File: src/rtl/mont_encode_if.sv
// rtl/mont_encode_if.sv - Stream bundle for the Montgomery-domain encoder.
interface mont_encode_if #(
  parameter int DATA_W = 12
);
  logic              in_valid;
  logic              in_ready;
  logic [DATA_W-1:0] in_a;
  logic              out_valid;
  logic              out_ready;
  logic [DATA_W-1:0] out_r;
  logic              out_last;
  logic              err;

  modport master (
    output in_valid, in_a, out_ready,
    input  in_ready, out_valid, out_r, out_last, err
  );

  modport slave (
    input  in_valid, in_a, out_ready,
    output in_ready, out_valid, out_r, out_last, err
  );
endinterface

File: src/rtl/mont_encode.sv
// rtl/mont_encode.sv - 3-stage a*R mod q encoder (R = 2^16, q = 3329) via a*R2 + Montgomery reduction.
// Optional: MONT_RANGE_CHECK_EN builds a sticky err flag for accepted in_a >= Q.
module mont_encode #(
  parameter int DATA_W = 12,
  parameter int Q      = 3329,
  parameter int R2     = 1353,
  parameter int QINV   = 3327,
  parameter int N      = 256
) (
  input logic         clk,
  input logic         rst,
  mont_encode_if.slave bus
);
  localparam int TW = 2 * DATA_W;
  localparam int CW = $clog2(N);

  logic              adv;
  logic              fire_out;
  logic              v1_q;
  logic [TW-1:0]     t1_q, t1_d;
  logic              v2_q;
  logic [TW-1:0]     t2_q;
  logic [15:0]       m2_q, m2_d;
  logic              out_valid_q;
  logic [DATA_W-1:0] out_r_q, out_r_d;
  logic [CW-1:0]     cnt_q, cnt_d;
  logic [29:0]       sum;
  logic [13:0]       u;

  assign adv      = !out_valid_q || bus.out_ready;
  assign fire_out = out_valid_q && bus.out_ready;

  always_comb begin
    t1_d = TW'(bus.in_a) * TW'(R2);
    m2_d = t1_q[15:0] * 16'(QINV);
    // t < Q*2^16 keeps u below 2Q, so one conditional subtract suffices
    sum  = 30'(t2_q) + 30'(m2_q) * 30'(Q);
    u    = 14'(sum >> 16);
    out_r_d = (u >= 14'(Q)) ? DATA_W'(u - 14'(Q)) : DATA_W'(u);
  end

  always_comb begin
    cnt_d = cnt_q;
    if (fire_out) begin
      cnt_d = (cnt_q == CW'(N - 1)) ? '0 : cnt_q + 1'b1;
    end
  end

  always_ff @(posedge clk or posedge rst) begin
    if (rst) begin
      v1_q        <= 1'b0;
      t1_q        <= '0;
      v2_q        <= 1'b0;
      t2_q        <= '0;
      m2_q        <= '0;
      out_valid_q <= 1'b0;
      out_r_q     <= '0;
      cnt_q       <= '0;
    end else begin
      if (adv) begin
        v1_q        <= bus.in_valid;
        t1_q        <= t1_d;
        v2_q        <= v1_q;
        t2_q        <= t1_q;
        m2_q        <= m2_d;
        out_valid_q <= v2_q;
        if (v2_q) begin
          out_r_q <= out_r_d;
        end
      end
      cnt_q <= cnt_d;
    end
  end

  assign bus.in_ready  = adv;
  assign bus.out_valid = out_valid_q;
  assign bus.out_r     = out_r_q;
  assign bus.out_last  = out_valid_q && (cnt_q == CW'(N - 1));

`ifdef MONT_RANGE_CHECK_EN
  logic err_q;

  always_ff @(posedge clk or posedge rst) begin
    if (rst) begin
      err_q <= 1'b0;
    end else if (bus.in_valid && adv && (bus.in_a >= DATA_W'(Q))) begin
      err_q <= 1'b1;
    end
  end

  assign bus.err = err_q;
`else
  assign bus.err = 1'b0;
`endif
endmodule

File: src/flat_wrapper.sv
// flat-port wrapper written by rule: the top's interface ports become plain ports
module mont_encode_flat 
#(
  parameter int DATA_W = 12,
  parameter int Q      = 3329,
  parameter int R2     = 1353,
  parameter int QINV   = 3327,
  parameter int N      = 256
)
  (clk, rst, bus_in_valid, bus_in_a, bus_out_ready, bus_in_ready, bus_out_valid, bus_out_r, bus_out_last, bus_err);
  mont_encode_if #(.DATA_W(DATA_W)) bus_i ();
  input logic clk;
  input logic rst;
  input wire logic [$bits(bus_i.in_valid)-1:0] bus_in_valid;
  input wire logic [$bits(bus_i.in_a)-1:0] bus_in_a;
  input wire logic [$bits(bus_i.out_ready)-1:0] bus_out_ready;
  output wire logic [$bits(bus_i.in_ready)-1:0] bus_in_ready;
  output wire logic [$bits(bus_i.out_valid)-1:0] bus_out_valid;
  output wire logic [$bits(bus_i.out_r)-1:0] bus_out_r;
  output wire logic [$bits(bus_i.out_last)-1:0] bus_out_last;
  output wire logic [$bits(bus_i.err)-1:0] bus_err;
  assign bus_i.in_valid = bus_in_valid;
  assign bus_i.in_a = bus_in_a;
  assign bus_i.out_ready = bus_out_ready;
  assign bus_in_ready = bus_i.in_ready;
  assign bus_out_valid = bus_i.out_valid;
  assign bus_out_r = bus_i.out_r;
  assign bus_out_last = bus_i.out_last;
  assign bus_err = bus_i.err;
  mont_encode #(.DATA_W(DATA_W), .Q(Q), .R2(R2), .QINV(QINV), .N(N)) u_core (.clk(clk), .rst(rst), .bus(bus_i));
endmodule
File: config.mk
export PLATFORM = sky130hd
export DESIGN_NAME = mont_encode_flat
export DESIGN_NICKNAME = d
export VERILOG_FILES = /design/src/rtl/mont_encode_if.sv /design/src/rtl/mont_encode.sv /design/src/flat_wrapper.sv
export SDC_FILE = /design/constraint.sdc
export NUM_CORES = 1
export LEC_CHECK = 0
export ABC_AREA = 1
export CAP_MARGIN = 20
export CELL_PAD_IN_SITES_DETAIL_PLACEMENT = 0
export CELL_PAD_IN_SITES_GLOBAL_PLACEMENT = 1
export CORE_UTILIZATION = 50
export CTS_CLUSTER_DIAMETER = 200
export DETAILED_ROUTE_END_ITERATION = 10
export PLACE_DENSITY = 0.94
export SLEW_MARGIN = 10
export SYNTH_ARGS = -nofsm -noshare
export SYNTH_HDL_FRONTEND = slang
export SYNTH_SLANG_ARGS = --single-unit
File: constraint.sdc
create_clock -name clk -period 11.7 [get_ports clk]
set_clock_uncertainty 0.15 [all_clocks]
set_input_delay 1.17 -clock clk [delete_from_list [all_inputs] [get_ports clk]]
set_output_delay 1.17 -clock clk [all_outputs]
set_load 0.02 [all_outputs]
After elaboration in Yosys (flattened, before gate mapping)
Cells that the tools add are included.
{ "classes": {"n_reduce_logical": 5, "multipliers": 3, "eq_ne": 1, "n_addsub": 3, "mux": 2, "order_cmp": 1} }
{ "op_table": {"columns": ["cell", "n"], "rows": [
  ["$add A23 B28 Y29", 1],
  ["$mul A16 B12 Y28 const B", 1],
  ["$mul A12 B11 Y23 const B", 1],
  ["$mul A16 B12 Y16 const B", 1],
  ["$ge A13 B12 Y1 const B", 1],
  ["$mux W12", 1],
  ["$sub A12 B12 Y12 const B", 1],
  ["$add A8 B1 Y8 const B", 1],
  ["$eq A8 B8 Y1 const B", 1],
  ["$mux W8", 1],
  ["$logic_and A1 B1 Y1", 2],
  ["$reduce_and A2 Y1", 1],
  ["$logic_not A1 Y1", 1],
  ["$logic_or A1 B1 Y1", 1]
]} }
{ "totals": {"elab_cells": 23, "reg_bits": 85, "input_bits": 16, "output_inout_bits": 16} }

Longest topological paths before layout
Gate-level depths: netlist of the first run.
{ "logic_depth": {"depth_word": 4, "ltp_mapped": 31, "depth_no_buf": 31} }

Least setup slack after synthesis of the first run
OpenSTA, ideal clock, no wires.
{ "synth_path": {"path_type": "input port to flip-flop", "from": "in bus_in_a[1]", "to": "reg u_core.t1_q[16]", "arrival_time_ps": 4742, "required_time_ps": 11417, "setup_ps": 133, "path_buffers": 0, "path_slack_ps": 6675, "stages": 17, "path_cell_list": "ha_1 > inv_1 > fa_1 > fa_1 > inv_1 > fa_1 > ha_1 > ha_1 > nand2_1 > nor2_1 > nand2_1 > o211ai_1 > a31oi_1 > or2_2 > o21ai_0 > xor2_1 > o21ai_0"} }
{ "synth_between": {"elab_chain_cells": 1} }
{ "synth_rtl": {"columns": ["item", "line_no", "source"], "rows": [
  ["start: declaration", "flat_wrapper.sv:15", "input wire logic [$bits(bus_i.in_a)-1:0] bus_in_a;"],
  ["$mul A12 B11 Y23", "mont_encode.sv:34", "t1_d = TW'(bus.in_a) * TW'(R2);"],
  ["end signal: assignment", "mont_encode.sv:62", "t1_q <= t1_d;"],
  ["end: declaration", "mont_encode.sv:20", "logic [TW-1:0] t1_q, t1_d;"]
]} }
No other way between the ends.
A chain may end at the register's enable or synchronous reset.

Final worst setup path of the first run
{ "layout_path": {"from": "reg u_core.m2_q[7]", "to": "reg u_core.out_r_q[11], in the netlist u_core.bus.out_r[11]"} }
{ "layout_between": {"elab_chain_cells": 4, "word_cells_on_any_way": 5, "classes_between": "add/sub: 2; mul: 1; order compare: 1; mux: 1"} }
{ "layout_rtl": {"columns": ["item", "line_no", "source"], "rows": [
  ["start: declaration", "mont_encode.sv:23", "logic [15:0] m2_q, m2_d;"],
  ["start signal: assignment", "mont_encode.sv:65", "m2_q <= m2_d;"],
  ["$mul A16 B12 Y28 (*)", "mont_encode.sv:37", "sum = 30'(t2_q) + 30'(m2_q) * 30'(Q);"],
  ["$add A23 B28 Y29 (*)", "mont_encode.sv:37", null],
  ["$sub A12 B12 Y12 or $ge A13 B12 Y1 (tied branches)", "mont_encode.sv:39", "out_r_d = (u >= 14'(Q)) ? DATA_W'(u - 14'(Q)) : DATA_W'(u);"],
  ["$mux W12 (*)", "mont_encode.sv:39", null],
  ["end signal: assignment", "mont_encode.sv:68", "out_r_q <= out_r_d;"],
  ["end: declaration", "mont_encode.sv:25", "logic [DATA_W-1:0] out_r_q, out_r_d;"]
]} }
Mark *: on every way between the ends. The rest lies on a longest branch, timed or not.

==> results.yml, run 1 <==
logic_synthesis:
  synth.distinct_cells: 43
  syn_area_sq_um: 11700
  ys_ff_latch: 84
  synth_xor_area_share_pct: 2.77
  synth_fa_ha_area_share_pct: 42.1
  yosys.area_share.simple_pct: 19.7
  synth_warnings: 0
  async_reset_ff_share_pct: 100
  yosysTopAreaCellShare_pct: 23.6
  synth_edf_count: 0
  synth_top_family_by_area: "adder cells"
  yosysSeqAreaShare_pct: 18.0
  synthMuxAreaShare_pct: 0
  syn_avg_cell_area_sq_um: 7.93
  synth_area_leaders: "ha_1 24%, fa_1 18%, dfrtp_1 18%"
  synth_compound_area_share_pct: 6.31
  yosysTopAreaCell: "ha_1"
  ys.flop_type: "dfrtp_1"
  synth_nets: 1820
  synth_cells: 1475
setup_path:
  reg2reg_setup_slack_ns: 6.11
  crit_type: "register to register"
  crit_path_max_fanout: 12
  crit_path_start_kind: "register"
  r2r-start: "u_core.m2_q[7]"
  crit_path_end_kind: "register"
  arrival_ns: 5.68
  r2r-end: "u_core.bus.out_r[11]"
  reg2regPathDepth: 23
  worstPathRequired_ns: 11.79
clock_tree:
  htree_levels: 3
  cts.repair.resized: 0
  cts-root-buf: "clkbuf_16"
  cts_tree: "built"
  insertion_delay_ns: 0.35
  clockBufferDepth: 2
  cts_hold_buf: 0
  post_cts_buffers: 0
  clk_pin_slew_ns: 0.06
  cts_made_buffers: 9
  clock_sinks: 84
finish:
  drive_gt1_share_pct: 3.46
  multi_input_area_sq_um: 8300
  nFillCells: 2103
  seq_area_sq_um: 2100
  antenna_cells: 0
  fin_util_pct: 55.4
  syn_to_final_growth_pct: 7.92
  nets: 1844
  mostFrequentLayoutCell: "nand2_1"
  layout_common_cells: "363 x nand2_1, 316 x inv_1, 221 x ha_1"
floorplan:
  ioPinCount: 32
  rows: 55
  dieWidth_um: 155
  core_region_area_sq_um: 22800
  die-area_sq_um: 24000
  initial_core_util_pct: 51.4
  die_h_um: 155
detailed_routing:
  route.detailed.drc: 0
  routedWlPerCell_um: 13.6
  first_pass_iters: 5
  drt_iter0_markers: 400
  num_vias: 9047
  wirelength_um: 24700
  vias_per_cell: 4.98
  postRouteAntennaNets: 0
global_route:
  grt_pass1_wl_um: 42900
  grt_max_degree: 76
  grt_usage_pct: 22.3
  grt_pass1_vias: 9331
  antenna_found_initial: 0
  grt_overflow_total: 0
hold_path:
  hold-path-endpoint: "u_core.bus.out_r[7]"
  min_path_cells: 2
  hold_path.startpoint: "u_core.bus.out_r[7]"
  hold_class: "register to register"
place:
  port_buffers: 30
  pre_cts_slack_ns: 5.88
  dpl.hpwl_um: 21300
  place_congestion: 0.904
timing:
  finalHoldViolCount: 0
  rsz0062_at_grt: "false"
  setup_viol: 0
  relSlewSlack_pct: 42.5
  max_freq_ghz: 0.179
  worst_slew_pin_slew_ns: 0.859
  period_share_pct: 47.8
  setup_slack_ns: 6.11
  maxSlewViolCount: 0
  fin_setup_tns_ns: 0
  final.min_clock_period_ns: 5.59
job:
  max_cap_viol_count: 0
run_status:
  status: "completed"
cell usage after synthesis, drive strengths merged (2+ instances only):
master / instances
nand4: 20
nor3b: 3
buf: 10
ha: 221
nor3: 13
a31oi: 3
nand2: 370
inv: 323
o211ai: 2
nor4: 2
nor2: 63
fa: 108
xor2: 20
nand3: 60
nand3b: 5
o31ai: 4
xnor2: 17
o21bai: 5
a21oi: 51
o21ai: 66
clkbuf: 10
or2: 6
dfrtp: 84
state kept, by name, summed over array words and instances, names as in the netlist:
register and flops:
u_core.t2_q 22, u_core.cnt_q 8, u_core.m2_q 16, u_core.t1_q 23, u_core.bus.out_r 12, u_core.v2_q 1, u_core.v1_q 1, u_core.bus.out_valid 1
worst max-delay path, cell delays in order, from the launching register on:
cell     delay (ns)
dfrtp_1        0.49
ha_1           0.35
fa_1           0.46
ha_1           0.32
fa_1           0.51
inv_1          0.05
fa_1           0.53
inv_1          0.05
ha_1           0.43
nand2_2        0.11
inv_2          0.07
nand3_1        0.13
nor3_2         0.17
nand3_1        0.15
nand3_1        0.12
nand2_1        0.06
nand2_1        0.16
nand2_1        0.08
nor3_1         0.17
nand2_1        0.30
nand3_2        0.32
nand3_1        0.10
nand3_1        0.12
nand2_1        0.07
logic make-up (layout without fill, tap and decap cells):
logic type	Yosys count	after routing
flip-flops	84	84
XOR/XNOR	37	37
AO/OA/AOI/OAI	137	137
adder cells (fa/ha/maj)	329	329
buffers and inverters	344	373
other	1	1
AND/OR/NAND/NOR	543	543
how the worst max path moves through the flow:
| stage | startpoint | end | slack [ns] | cells past startpoint |
|---|---|---|---|---|
| after global routing | u_core.m2_q[5] | u_core.bus.out_r[0] | 5.67 | 23 |
| after global placement | bus_in_a[3] | u_core.t1_q[16] | 5.98 | 18 |
| after detailed placement | bus_in_a[3] | u_core.t1_q[16] | 5.88 | 18 |
| final | u_core.m2_q[7] | u_core.bus.out_r[11] | 6.11 | 23 |
| after CTS | u_core.m2_q[2] | u_core.bus.out_r[11] | 6.13 | 27 |
| after floorplan | bus_in_a[1] | u_core.t1_q[16] | 6.67 | 17 |
metal layers:
metal  share of wire, %  GRT usage, %
met2                 49          40.0
met5                  0             0
met4                2.4          7.45
met1                 46          28.0
met3                2.7          2.51
final cells by class:
cell class / count / area share, %
clock inverters: 5 / 0.337
inverters: 324 / 9.64
clock buffers: 11 / 2.00
flip-flops and latches: 84 / 16.6
multi-input cells: 1047 / 65.7
well taps: 313 / 3.10
repair buffers: 33 / 2.56
metrics by stage:
| step | hold WS, ns | instances | area, sq um |
|---|---|---|---|
| 2_1_floorplan | 0.282 | 1475 | 11700 |
| 3_3_place_gp | 0.305 | 1801 | 12300 |
| 3_5_place_dp | 0.309 | 1801 | 12300 |
| 4_1_cts | 0.329 | 1817 | 12600 |
| 5_1_grt | 0.343 | 1817 | 12600 |
| 6_report | 0.326 | 1817 | 12600 |
Power of run 1 is left out: the tool's default activity adds up to more than one toggle a clock period on the data nets, which glitch-free logic cannot reach.
==> inputs of run 2 (changes only) <==
CORE_UTILIZATION = 49   (was 50)
PLACE_DENSITY = 0.92   (was 0.94)
clock period = 5.7 ns   (was 11.7 ns; I/O delays follow)
==> results.yml, run 2 (synthesis gave the netlist of run 1 again) <==
run_status:
  status: "completed"
detailed_routing:
  num_vias: 9219
  wirelength_um: 25300
  drt_iter0_markers: 468
  first_pass_iters: 7
  postRouteAntennaNets: 0
  vias_per_cell: 5.04
  routedWlPerCell_um: 13.8
  route.detailed.drc: 0
clock_tree:
  clk_pin_slew_ns: 0.06
  cts_hold_buf: 0
  cts_made_buffers: 9
  clock_sinks: 84
  insertion_delay_ns: 0.35
  cts_tree: "built"
  clockBufferDepth: 2
  htree_levels: 3
  cts-root-buf: "clkbuf_16"
timing:
  setup_viol: 0
  worst_slew_pin_slew_ns: 0.942
  max_freq_ghz: 0.188
  period_share_pct: 93.6
  finalHoldViolCount: 0
  maxSlewViolCount: 0
  final.min_clock_period_ns: 5.33
  relSlewSlack_pct: 37.0
setup_path:
  arrival_ns: 5.47
  crit_type: "register to register"
  worstPathRequired_ns: 5.84
  crit_path_end_kind: "register"
  crit_path_max_fanout: 12
  crit_path_start_kind: "register"
floorplan:
  die-area_sq_um: 24500
  rows: 56
  dieWidth_um: 157
  die_h_um: 157
  initial_core_util_pct: 49.9
  ioPinCount: 32
  core_region_area_sq_um: 23500
global_route:
  grt_max_degree: 75
  grt_usage_pct: 22.5
  antenna_found_initial: 0
  grt_pass1_vias: 9477
  grt_overflow_total: 0
  grt_pass1_wl_um: 43600
finish:
  antenna_cells: 0
  drive_gt1_share_pct: 3.98
  syn_to_final_growth_pct: 8.91
  largest-register: "u_core.t1_q"
  layout_common_cells: "362 x nand2_1, 316 x inv_1, 220 x ha_1"
  mostFrequentLayoutCell: "nand2_1"
  largest_register_ffs: 23
  nFillCells: 2244
  fin_util_pct: 54.3
  reg_top3: "u_core.t1_q x23, u_core.t2_q x22, u_core.m2_q x16"
  nets: 1850
hold_path:
  hold_class: "register to register"
place:
  place_congestion: 0.889
  port_buffers: 30
  dpl.hpwl_um: 21800
job:
  max_cap_viol_count: 0
run 2: changes by cell type in the layout (fill, tap and decap cells not counted), sizes merged:
cell	delta
buf	+6
bufinv	+2
inv	-3
run 2: final cells by class:
type / count / area [sq um] / area share [%]
clock buffer: 11 / 243 / 1.90
clock inverter: 4 / 73.8 / 0.579
inverter: 324 / 1220 / 9.55
multi-input combinational: 1047 / 8340 / 65.5
sequential: 84 / 2100 / 16.5
tap: 319 / 399 / 3.13
timing repair buffer: 39 / 368 / 2.89
run 2: path summary, 6_finish.rpt:
kind,start,cells past startpoint,endpoint,slack [ns]
setup / recovery,u_core.m2_q[3],26,u_core.bus.out_r[3],0.37
hold / removal,u_core.t1_q[20],2,u_core.t2_q[20],0.32
setup reg to reg,u_core.m2_q[3],26,u_core.bus.out_r[3],0.37
hold reg to reg,u_core.t1_q[20],2,u_core.t2_q[20],0.32
max in group asynchronous,rst,3,u_core.m2_q[11],3.92
min in group asynchronous,rst,2,u_core.cnt_q[5],0.34
run 2: repair_timing:
action                     4_1_cts  5_1_grt
setup buffers                    0        2
setup endpoints to repair        0       11
resized for setup                0        7
run 2: metal layers:
metal	track usage, %	vias up	part of all wire [%]
met5	0	-	0
met4	6.44	0	2.0
met3	2.66	30	3.1
met2	40.8	117	50
met1	28.0	4400	45
li1	-	4672	-
run 2: critical path, cell delays in order (launching register included):
cell and delay (ns):
dfrtp_1 0.46, ha_1 0.36, fa_1 0.48, ha_1 0.33, fa_1 0.54, inv_1 0.05, fa_1 0.53, inv_1 0.04
ha_1 0.30, nand2_1 0.11, nor2_1 0.16, inv_1 0.08, nor2_1 0.12, nor2_1 0.06, nand2_1 0.10, nand2_1 0.08
nand2_1 0.06, nand2_1 0.04, nand2_1 0.21, nand2_1 0.11, nor2_1 0.21, nand3_4 0.19, nand3_4 0.20, nand2_1 0.08
nand2_1 0.07, nand2_1 0.04, nand2_1 0.10
run 2: through the flow:
| step | std cells | hold slack (ns) | area [sq um] | setup TNS, ns | setup slack, ns |
|---|---|---|---|---|---|
| 2_1_floorplan | 1475 | 0.282 | 11700 | 0 | 0.870 |
| 3_3_place_gp | 1811 | 0.304 | 12400 | 0 | 0.324 |
| 3_5_place_dp | 1811 | 0.304 | 12400 | 0 | 0.234 |
| 4_1_cts | 1826 | 0.315 | 12700 | 0 | 0.221 |
| 5_1_grt | 1828 | 0.342 | 12700 | -0.0133 | -0.0133 |
| 6_report | 1828 | 0.319 | 12700 | 0 | 0.367 |
Power of run 2 is left out for the same reason.
==> inputs of run 3 (changes only) <==
ABC_CLOCK_PERIOD_IN_PS = 5700   (was unset)
CTS_CLUSTER_DIAMETER = unset   (was 200)
==> results of run 3 <==
Same layout as run 2: the final DEF is identical, and so are final timing and power.
Power of run 3 is left out for the same reason.
